## src/rtl/regfile_wr_decode.sv

```systemverilog
// Write stage of the register file: registers one write per cycle and decodes it into
// one-hot register enables, with read-after-write bypass flags for the read muxes.
module regfile_wr_decode #(
    parameter int ADDR_W   = 5,
    parameter int DATA_W   = 64,
    parameter int ZERO_REG = 31,
    parameter int CNT_W    = 16
) (
    input  logic                  clk,
    input  logic                  reset,
    input  logic                  RegWrite,
    input  logic [ADDR_W-1:0]     WriteRegister,
    input  logic [DATA_W-1:0]     WriteData,
    input  logic [ADDR_W-1:0]     ReadRegister1,
    input  logic [ADDR_W-1:0]     ReadRegister2,
    output logic [(1<<ADDR_W)-1:0] wr_en,
    output logic [DATA_W-1:0]     wr_data,
    output logic                  pending,
    output logic                  fwd1,
    output logic                  fwd2,
    output logic [CNT_W-1:0]      wr_count
);

    localparam int NREG = 1 << ADDR_W;
    localparam int ODD  = ADDR_W % 2;
    localparam int NLVL = ADDR_W / 2 + ODD;
    localparam logic [ADDR_W-1:0] ZERO_ADDR = ADDR_W'(ZERO_REG);

    logic [ADDR_W-1:0] addr_q;

    always_ff @(posedge clk or negedge reset) begin
        if (!reset) begin
            pending  <= 1'b0;
            addr_q   <= '0;
            wr_data  <= '0;
            wr_count <= '0;
        end else begin
            pending <= RegWrite && (WriteRegister != ZERO_ADDR);
            if (RegWrite) begin
                addr_q  <= WriteRegister;
                wr_data <= WriteData;
            end
            if (pending)
                wr_count <= wr_count + CNT_W'(1);
        end
    end

    // Decode tree, MSB chunk first: each level fans every live branch out through a
    // 2:4 decoder on the next two address bits (an odd top bit gets a 1:2 stage).
    always_comb begin
        logic [NREG-1:0]   cur;
        logic [NREG-1:0]   nxt;
        logic [ADDR_W-1:0] idx;
        int                cb;
        int                step;
        int                shift;
        int                chunk;
        cur    = '0;
        cur[0] = pending;
        for (int l = 0; l < NLVL; l++) begin
            cb    = (l == 0) ? 0 : ((ODD == 1) ? (1 + 2 * (l - 1)) : (2 * l));
            step  = (ODD == 1 && l == 0) ? 1 : 2;
            shift = ADDR_W - cb - step;
            chunk = int'(addr_q >> shift) & ((1 << step) - 1);
            nxt   = '0;
            for (int j = 0; j < NREG; j++) begin
                idx    = ADDR_W'(j >> step);
                nxt[j] = cur[idx] && ((j & ((1 << step) - 1)) == chunk);
            end
            cur = nxt;
        end
        wr_en = cur;
    end

    assign fwd1 = pending && (ReadRegister1 == addr_q);
    assign fwd2 = pending && (ReadRegister2 == addr_q);

endmodule

```

## config.mk

```make
export PLATFORM = sky130hd
export DESIGN_NAME = regfile_wr_decode
export DESIGN_NICKNAME = d
export VERILOG_FILES = /design/src/rtl/regfile_wr_decode.sv
export SDC_FILE = /design/constraint.sdc
export NUM_CORES = 1
export LEC_CHECK = 0
export ABC_AREA = 1
export CORE_ASPECT_RATIO = 1.1
export CORE_UTILIZATION = 40
export DETAILED_ROUTE_END_ITERATION = 10
export PLACE_DENSITY_LB_ADDON = 0.1
export SLEW_MARGIN = 25
export SYNTH_ARGS = -nofsm -noshare
export SYNTH_HDL_FRONTEND = slang
export SYNTH_SLANG_ARGS = --single-unit
```

## constraint.sdc

```tcl
create_clock -name clk -period 1.6 [get_ports clk]
set_clock_uncertainty 0.1 [all_clocks]
set_input_delay 0.24 -clock clk [delete_from_list [all_inputs] [get_ports clk]]
set_output_delay 0.24 -clock clk [all_outputs]
set_load 0.02 [all_outputs]
```

==> results of run 1 <==
==> final timing paths <==
path / cells after the start / endpoint / from
min in group asynchronous: 2 / wr_data[46] / reset
worst min-delay path: 4 / wr_data[63] / RegWrite
max in group asynchronous: 3 / wr_data[40] / reset
worst max-delay path: 6 / wr_en[16] / pending
worst max register to register: 7 / wr_count[15] / pending
worst min register to register: 2 / wr_data[31] / wr_data[31]
==> what timing repair did <==
action                                  in CTS  in global routing
hold buffers                                 1                  0
gates cloned                                 0                  1
endpoints found under the setup margin     115                 35
pin swaps                                    3                 12
setup buffers                                4                  8
resized for setup                          278                 52
hold endpoints to repair                    26                  0
==> through the flow <==
| step | util | hold slack (ns) | setup slack, ns |
|---|---|---|---|
| after global routing | 0.7032 | 0.2655 | -0.3467 |
| after floorplan | - | -0.1556 | 0.02679 |
| after detailed placement | 0.6618 | 0.09718 | -0.4287 |
| final | 0.7032 | 0.2496 | -0.2630 |
| after global placement | 0.6618 | 0.09768 | -0.4043 |
| after CTS | 0.6747 | 0.2282 | -0.1784 |
==> synthesized netlist by cell type, types with 4 or more instances <==
cell type and n:
sky130_fd_sc_hd__o21ai_0 7, sky130_fd_sc_hd__nor2_1 48, sky130_fd_sc_hd__nand2_1 239, sky130_fd_sc_hd__xor2_1 7, sky130_fd_sc_hd__inv_1 21, sky130_fd_sc_hd__nand3_1 15
sky130_fd_sc_hd__buf_2 13, sky130_fd_sc_hd__nand2_2 4, sky130_fd_sc_hd__nor2_2 4, sky130_fd_sc_hd__dfrtp_1 86, sky130_fd_sc_hd__xnor2_1 4
==> logic make-up (layout without fill, tap and decap cells) <==
family                   count (synthesis)  after routing  synth area share
flip-flops                              86             86            0.5673
adder cells (fa/ha/maj)                  1              1          0.003298
AO/OA/AOI/OAI                           12             12           0.01682
XOR/XNOR                                11             11           0.02540
buffers and inverters                   40            268           0.04585
AND/OR/NAND/NOR                        322            322            0.3414
==> worst max-delay path, stage by stage, from the launching register on <==
cell,delay [ns]
sky130_fd_sc_hd__dfrtp_1,0.42
sky130_fd_sc_hd__nand2_1,0.11
sky130_fd_sc_hd__inv_2,0.13
sky130_fd_sc_hd__buf_6,0.12
sky130_fd_sc_hd__nand3_4,0.12
sky130_fd_sc_hd__nor2_4,0.15
sky130_fd_sc_hd__buf_6,0.12
==> sequential cells by signal (all words and copies together), names as in the netlist <==
signal	count
addr_q	5
pending	1
wr_count	16
wr_data	64
==> final cells by class <==
| class | instances | area, um2 |
|---|---|---|
| tap | 114 | 142.6 |
| clock inverter | 6 | 45.04 |
| multi-input combinational | 346 | 1669 |
| sequential | 86 | 2155 |
| inverter | 24 | 97.59 |
| clock buffer | 10 | 127.6 |
| fill | 748 | 2688 |
| timing repair inverter | 1 | 7.507 |
| timing repair buffer | 227 | 2122 |
==> power by group through the flow <==
stage	Combinational, W	Sequential, W	Clock, W
after floorplan	0.000474	0.00290	0
after global placement	0.00163	0.00263	0
after detailed placement	0.00165	0.00264	0
after CTS	0.00154	0.00260	0.00141
after global routing	0.00175	0.00264	0.00151
final	0.00161	0.00260	0.00136
==> layer usage <==
layer,vias up,GRT usage,part of all wire
li1,1889,-,-
met1,1723,0.2693,0.41
met2,115,0.3643,0.50
met3,11,0.06725,0.073
met4,0,0.06818,0.013
met5,-,0,0
==> results.md, run 1 <==
- Number of antenna violations at the first check in global routing: 0
- Bufs on Longest Clock Path: 2
- Mapped Avg Cell Area: 8.037 um2
- Most area-consuming cells after synthesis: sky130_fd_sc_hd__dfrtp_1 (57%), sky130_fd_sc_hd__nand2_1 (24%), sky130_fd_sc_hd__nor2_1 (4.7%)
- DRC violations left: 0
- Number of input and output port buffers inserted: 196
- Clock latency on the worst-skew pair: 0.34 ns
- Worst setup path class: flop to output pin
- Final cell count without fillers: 814
- Setup ws final: -0.2630 ns
- Maximum level of the CTS H-tree: 3
- Wire length of the first global-routing pass: 17020 um
- TritonCTS buffer count: 9
- Horizontal extent of the die: between 90 and 100 um
- Fraction of layout cells with a size suffix above 1: 0.1957
- Proportion of synthesized flip-flops having asynchronous set or reset: 1.000
- Number of max-capacitance violations reported: 0
- Via count of the first global-routing pass: around 3.6k
- First drt pass iteration count: 4
- Period utilisation layout: 1.164
- Number of synthesized flops with an enable pin: 0
- Total GRT Usage: 0.2192
- Via count of the routed design: around 3.7k
- HPWL after detailed placement: 7734 um
- Largest driver fanout on the critical path: 4
- Via-per-instance ratio: 4.592
- Number of warnings reported in the yosys synthesis log: 0
- Internal power consumption: 0.003671 W
- Power after layout: 0.005576 W
- Sum of negative setup slack: -6.437 ns
- Maximum VDD drop: 0.5730 mV
- Cell row count: 36
- Kind of start point of the critical path: flop
- Nets@finish: between 700 and 800
- Share of the yosys chip area belonging to registers: 0.5673
- Starting density of the core: 0.4190
- Floorplan core area: between 9000 and 10000 um2
- # IOs: 197
- Number of register bits inferred by synthesis: 86
- Gate count after technology mapping: 472
- Switching power of the nets: around 0.0019 W
- Proportion of power drawn by combinational gates: 0.289
- Min-Delay Path Class: input pin to flop
- Worst path arrival time: ~1.5 ns
- Die Footprint: about 10000 um2
- Count of endpoints failing setup in the final report: 34
- Pin count of the biggest net entering global routing: 75
- Achievable Freq: 0.5368 GHz
- Top-area cell type share of the netlist area: 0.5673
- Leak: 3.285 nW
- Syn-to-layout area delta: 67.81%
- Syn_nets: 555
- Vert. Die Dim: 104.1 um
- Switching power share of the total: 0.3417
- Number of DRC violations after detailed-routing iteration 0: 110
- Clock transition at the register clock pins on the worst setup and hold paths after CTS: 0.09 ns
- Fin area: 6366 um2
- Drt total wl: between 10000 and 15000 um
- Clk network pwr share: 0.244
- Total congestion overflow: 0
- Failing checks: negative setup slack
- Unrepaired setup endpoints after global routing: yes
- Time the final worst path needs with I/O delays and setup: 1.863 ns
- # diodes: 0
- Post-synth top area cell: sky130_fd_sc_hd__dfrtp_1
- Actual slew at the worst max-slew pin: 0.3992 ns
- Data required time of the critical path: 1.26 ns
- Number of antenna-violating nets in the routed design: 0
- Num Clock Sinks: 86
- Pwr/cell area: 875.9 nW/um2
- Average wire per cell in the routed design: ~14 um
- Instance area after placement: 5992 um2
- Crit. End Element: output pin
- Clock tree from TritonCTS: built
- Most frequent cells in the layout: sky130_fd_sc_hd__nand2_1 (235), sky130_fd_sc_hd__dfrtp_1 (84), sky130_fd_sc_hd__dlygate4sd2_1 (80), sky130_fd_sc_hd__clkdlybuf4s50_1 (79), sky130_fd_sc_hd__buf_4 (43)
- Worst setup slack for register-to-register paths: ~0.16 ns
- Main synth FF type: sky130_fd_sc_hd__dfrtp_1
- Number of distinct standard cells referenced by the synthesized netlist: 25
- Number of pins exceeding their max-slew limit in the final report: 0
- Most common library cell in the layout ignoring fill and taps: sky130_fd_sc_hd__nand2_1
- Final hold violations: 0
- Clock tree root buffer cell: sky130_fd_sc_hd__clkbuf_8
- Total standard cell area after synthesis: 3794 um2
- Fraction of power consumed by sequential logic: 0.467
- Slew HR: 0.7339
- Run status: finished, violations left
- Routability cong.: 0.7716
- Cell total after placement: 784
Note: power is estimated with default switching activity, not from simulation.
==> inputs of run 2 (changes only) <==
SKIP_LAST_GASP = 1   (was unset)
==> run 2 against run 1 <==
Sequential share of layout area grew 0.48 points. The run still ends with negative setup slack left. Worst hold slack gained 0.0018 ns. Highest routed layer unchanged. First-iteration DRC count shrank 13%. Critical path depth is the same.
==> results.md, run 2 (synthesis gave the netlist of run 1 again) <==
- Run status: finished, violations left
- Failing checks: negative setup slack
- Most frequent cells in the layout: sky130_fd_sc_hd__nand2_1 (235), sky130_fd_sc_hd__dfrtp_1 (84), sky130_fd_sc_hd__dlygate4sd2_1 (80), sky130_fd_sc_hd__clkdlybuf4s50_1 (79), sky130_fd_sc_hd__buf_4 (47)
- First drt pass iteration count: 4 (unchanged)
- Time the final worst path needs with I/O delays and setup: 1.836 ns (-0.02716 ns)
- Number of antenna violations at the first check in global routing: 0 (unchanged)
- Num Clock Sinks: 86 (unchanged)
- Wire length of the first global-routing pass: 17020 um (unchanged)
- Worst path arrival time: 1.50 ns (-0.02 ns)
- Fraction of layout cells with a size suffix above 1: 0.1865 (-0.009201)
- DRC violations left: 0 (unchanged)
- Average wire per cell in the routed design: 13.36 um (-2.2%)
- Number of input and output port buffers inserted: 196 (unchanged)
- Worst Min Path Start: RegWrite
- Clock tree from TritonCTS: built
- Vert. Die Dim: 104.1 um (unchanged)
- Bufs on Longest Clock Path: 2 (unchanged)
- Most common library cell in the layout ignoring fill and taps: sky130_fd_sc_hd__nand2_1
- Pwr/cell area: 883.7 nW/um2 (+0.90%)
- Number of pins exceeding their max-slew limit in the final report: 0 (unchanged)
- Largest reg by FF count: wr_data
- Total congestion overflow: 0 (unchanged)
- Biggest regs: wr_data (64), wr_count (16), addr_q (5)
- Final hold violations: 0 (unchanged)
- Unrepaired setup endpoints after global routing: yes
- Period utilisation layout: 1.147 (-0.01697)
- Clock tree root buffer cell: sky130_fd_sc_hd__clkbuf_8
- Worst hold margin: 0.2514 ns (+0.001752 ns)
- Nets@finish: 775 (-0.39%)
- Max FFs per register: 64 (unchanged)
- Via count of the first global-routing pass: 3579 (-0.028%)
- Drt total wl: 10830 um (-2.6%)
- TritonCTS buffer count: 9 (unchanged)
- Via-per-instance ratio: 4.604 (+0.26%)
- Starting density of the core: 0.4190 (unchanged)
- Largest driver fanout on the critical path: 4 (unchanged)
- Number of DRC violations after detailed-routing iteration 0: 96 (-13%)
- Post-Place Worst Slack: -0.4287 ns (unchanged)
- Maximum level of the CTS H-tree: 3 (unchanged)
- Setup ws final: -0.2358 ns (+0.02716 ns)
- Floorplan core area: 9054 um2 (unchanged)
- Data required time of the critical path: 1.26 ns (about the same)
- Routability cong.: 0.7716 (unchanged)
- Clock transition at the register clock pins on the worst setup and hold paths after CTS: 0.09 ns (about the same)
- Horizontal extent of the die: 94.86 um (unchanged)
- Cell row count: 36 (unchanged)
- Number of antenna-violating nets in the routed design: 0 (unchanged)
- Number of max-capacitance violations reported: 0 (unchanged)
- Clock latency on the worst-skew pair: 0.34 ns (about the same)
- # diodes: 0 (unchanged)
- Filler Cell Count: 755 (+0.94%)
- Kind of start point of the critical path: flop
- Achievable Freq: 0.5447 GHz (+1.5%)
- Core utilization of the finished layout: 0.6933 (-0.009812)
- Min-Delay Path Class: input pin to flop
- Sum of negative setup slack: -5.414 ns (+1.023 ns)
- Leak: 3.261 nW (-0.73%)
- HPWL after detailed placement: 7734 um (unchanged)
- CP startpoint: pending
- # IOs: 197 (unchanged)
- Maximum VDD drop: 0.5681 mV (-0.86%)
- Slew HR: 0.7293 (-0.004586)
- Pin count of the biggest net entering global routing: 75 (unchanged)
- Die Footprint: 9878 um2 (unchanged)
- Total GRT Usage: 0.2192 (unchanged)
- Via count of the routed design: 3734 (-0.11%)
- Worst setup path class: flop to output pin
- Startpoint of the most critical register-to-register path: wr_count[0]
- Actual slew at the worst max-slew pin: 0.4061 ns (+0.006879 ns)
- Count of endpoints failing setup in the final report: 34 (unchanged)
- Syn-to-layout area delta: 65.47%
- Crit. End Element: output pin
==> run 2: cell types whose count changed in the layout (fill, tap and decap cells not counted), moves of 2 or more <==
cell,delta
sky130_fd_sc_hd__nor2_4,-2
sky130_fd_sc_hd__buf_6,-8
sky130_fd_sc_hd__buf_4,+4
sky130_fd_sc_hd__nor2_1,+3
==> run 2: area by class of cell <==
class / instances / area (um2) / area share
multi-input cells: 346 / 1638 / 0.2609
inverters: 24 / 95.09 / 0.01515
well taps: 114 / 142.6 / 0.02272
flip-flops and latches: 86 / 2155 / 0.3432
repair buffers: 224 / 2067 / 0.3293
clock inverters: 6 / 45.04 / 0.007176
repair inverters: 1 / 7.507 / 0.001196
clock buffers: 10 / 127.6 / 0.02033
==> run 2: path summary, 6_finish.rpt <==
check | slack (ns) | end | cells past startpoint
worst max-delay path | -0.24 | wr_en[18] | 6
worst min-delay path | 0.25 | wr_data[63] | 4
worst max register to register | 0.15 | wr_count[12] | 6
worst min register to register | 0.37 | wr_data[31] | 2
max in group asynchronous | 0.59 | wr_data[40] | 3
min in group asynchronous | 0.26 | wr_data[46] | 2
==> run 2: per-layer routing <==
layer	global-route usage	wire, um
met5	0	0
met4	0.06818	159
met3	0.06725	785
met2	0.3643	5323
met1	0.2693	4561
==> run 2: power breakdown <==
part,switching (W),internal [W]
clock network,0.000791,0.000573
registers,0.000195,0.00241
logic,0.000905,0.000675
total,0.00189,0.00366
==> run 2: metrics by stage <==
step                      power (W)  cell area [um2]  std cells
after floorplan            0.003378             3794        472
after global routing       0.005870             6277        811
after CTS                  0.005548             6111        805
final                      0.005548             6277        811
after detailed placement   0.004296             5992        784
after global placement     0.004259             5992        784
==> run 2: repair_timing <==
action | CTS | global route
gates resized for setup | 269 | 43
setup endpoints to repair | 115 | 35
hold buffers | 1 | 0
hold endpoints to repair | 26 | 0
setup buffers | 4 | 5
pin swaps | 3 | 6
cloned | 0 | 1
==> run 2: worst max-delay path: stages, from the launching register on <==
cell and delay, ns:
sky130_fd_sc_hd__dfrtp_1 0.41, sky130_fd_sc_hd__nand2_1 0.10, sky130_fd_sc_hd__inv_2 0.13, sky130_fd_sc_hd__buf_4 0.14
sky130_fd_sc_hd__nand3_4 0.10, sky130_fd_sc_hd__nor2_1 0.13, sky130_fd_sc_hd__buf_4 0.16
==> inputs of run 3 (changes only) <==
CTS_BUF_LIST = sky130_fd_sc_hd__clkbuf_8 sky130_fd_sc_hd__clkbuf_16   (was unset)
==> run 3 against run 2 <==
The run still ends with negative setup slack left. Via count barely moved. Sequential share of layout area unchanged. Register-to-register slack barely moved. Critical endpoint unchanged. Worst hold slack about the same. Critical path depth is the same. Clock-buffer cell count is 1 lower. Highest routed layer unchanged.
==> results.md, run 3 (synthesis gave the netlist of run 1 again) <==
- Via-per-instance ratio: 4.603 (about the same)
- Most frequent cells in the layout: sky130_fd_sc_hd__nand2_1 (235), sky130_fd_sc_hd__dfrtp_1 (84), sky130_fd_sc_hd__dlygate4sd2_1 (80), sky130_fd_sc_hd__clkdlybuf4s50_1 (79), sky130_fd_sc_hd__buf_4 (47)
- Count of endpoints failing setup in the final report: 34 (unchanged)
- Total congestion overflow: 0 (unchanged)
- Slew HR: 0.7310 (+0.001743)
- Clock tree from TritonCTS: built
- Drt total wl: 10820 um (about the same)
- Clock tree root buffer cell: sky130_fd_sc_hd__clkbuf_8
- Via count of the first global-routing pass: 3579 (unchanged)
- DRC violations left: 0 (unchanged)
- Maximum level of the CTS H-tree: 3 (unchanged)
- Bufs on Longest Clock Path: 2 (unchanged)
- Post-Place Worst Slack: -0.4287 ns (unchanged)
- HPWL after detailed placement: 7734 um (unchanged)
- Most common library cell in the layout ignoring fill and taps: sky130_fd_sc_hd__nand2_1
- Starting density of the core: 0.4190 (unchanged)
- Number of DRC violations after detailed-routing iteration 0: 96 (unchanged)
- Number of antenna violations at the first check in global routing: 0 (unchanged)
- Floorplan core area: 9054 um2 (unchanged)
- Max FFs per register: 64 (unchanged)
- Actual slew at the worst max-slew pin: 0.4035 ns (-0.002614 ns)
- Pwr/cell area: 882.7 nW/um2 (-0.12%)
- Nets@finish: 775 (unchanged)
- Crit. End Element: output pin
- Maximum VDD drop: 0.5662 mV (-0.34%)
- Vert. Die Dim: 104.1 um (unchanged)
- Failing checks: negative setup slack
- Average wire per cell in the routed design: 13.35 um (about the same)
- Worst path arrival time: 1.50 ns (about the same)
- Num Clock Sinks: 86 (unchanged)
- Syn-to-layout area delta: 65.47% (unchanged)
- Number of antenna-violating nets in the routed design: 0 (unchanged)
- Core utilization of the finished layout: 0.6933 (unchanged)
- Setup ws final: -0.2369 ns (-0.001087 ns)
- Number of pins exceeding their max-slew limit in the final report: 0 (unchanged)
- Die Footprint: 9878 um2 (unchanged)
- Period utilisation layout: 1.148 (about the same)
- Fraction of layout cells with a size suffix above 1: 0.1865 (unchanged)
- Power after layout: 0.005541 W (-0.12%)
- Clock latency on the worst-skew pair: 0.34 ns (about the same)
- Biggest regs: wr_data (64), wr_count (16), addr_q (5)
- Run status: finished, violations left
- Leak: 3.265 nW (+0.13%)
- Time the final worst path needs with I/O delays and setup: 1.837 ns (+0.001087 ns)
- # diodes: 0 (unchanged)
- Wire length of the first global-routing pass: 17020 um (unchanged)
- Worst setup path class: flop to output pin
- Unrepaired setup endpoints after global routing: yes
- Min-Delay Path Class: input pin to flop
- Clock transition at the register clock pins on the worst setup and hold paths after CTS: 0.09 ns (about the same)
- Total GRT Usage: 0.2192 (unchanged)
- Routability cong.: 0.7716 (unchanged)
- Data required time of the critical path: 1.26 ns (about the same)
- Final hold violations: 0 (unchanged)
- First drt pass iteration count: 4 (unchanged)
- Via count of the routed design: 3733 (-0.027%)
- Kind of start point of the critical path: flop
- Achievable Freq: 0.5444 GHz (about the same)
- Largest driver fanout on the critical path: 4 (unchanged)
- Final cell count without fillers: 811 (unchanged)
- Cell row count: 36 (unchanged)
- Largest reg by FF count: wr_data
- Pin count of the biggest net entering global routing: 75 (unchanged)
- Number of input and output port buffers inserted: 196 (unchanged)
- Cell total after placement: 784 (unchanged)
- Horizontal extent of the die: 94.86 um (unchanged)
- TritonCTS buffer count: 9 (unchanged)
- # IOs: 197 (unchanged)
- Number of max-capacitance violations reported: 0 (unchanged)
run 3: path summary, 6_finish.rpt:
check,start,to,slack (ns),cells after the start
hold reg to reg,wr_data[31],wr_data[31],0.37,2
max in group asynchronous,reset,wr_data[40],0.59,3
min in group asynchronous,reset,wr_data[46],0.26,2
setup / recovery,pending,wr_en[18],-0.24,6
hold / removal,RegWrite,wr_data[63],0.25,4
setup reg to reg,wr_count[0],wr_count[12],0.15,6
run 3: cell type report:
cell class                 count  area (um2)
inverter                      24       95.09
fill                         755        2776
clock buffer                   9       123.9
clock inverter                 7       48.80
tap                          114       142.6
timing repair buffer         224        2067
sequential                    86        2155
timing repair inverter         1       7.507
multi-input combinational    346        1638
run 3: report_power, final:
group	internal (W)	switching (W)	total, W
combinational	0.000675	0.000906	0.00158
sequential	0.00241	0.000195	0.00260
clock	0.000567	0.000791	0.00136
run 3: metal layers:
metal  wire (um)  global-route usage  vias up
met5           0                   0        -
met3         803             0.06725       15
met4         176             0.06818        0
met1        4523              0.2693     1721
li1            -                   -     1876
met2        5319              0.3643      121
run 3: what timing repair did:
item | CTS | global route
hold buffers | 1 | 0
pin swaps | 3 | 6
endpoints found under the setup margin | 115 | 35
setup buffers | 4 | 5
resized for setup | 269 | 43
gates cloned | 0 | 1
endpoints found under the hold margin | 26 | 0
run 3: metrics by stage:
step	instance area (um2)	hold slack [ns]	setup TNS, ns
2_1_floorplan	3794	-0.1556	0
3_3_place_gp	5992	0.09768	-8.396
3_5_place_dp	5992	0.09718	-9.203
4_1_cts	6111	0.2279	-4.559
5_1_grt	6277	0.2654	-8.558
6_report	6277	0.2514	-5.429
run 3: critical path: stages, from the launching register on:
cell and delay, ns:
sky130_fd_sc_hd__dfrtp_1 0.41, sky130_fd_sc_hd__nand2_1 0.10, sky130_fd_sc_hd__inv_2 0.13, sky130_fd_sc_hd__buf_4 0.14
sky130_fd_sc_hd__nand3_4 0.10, sky130_fd_sc_hd__nor2_1 0.13, sky130_fd_sc_hd__buf_4 0.16
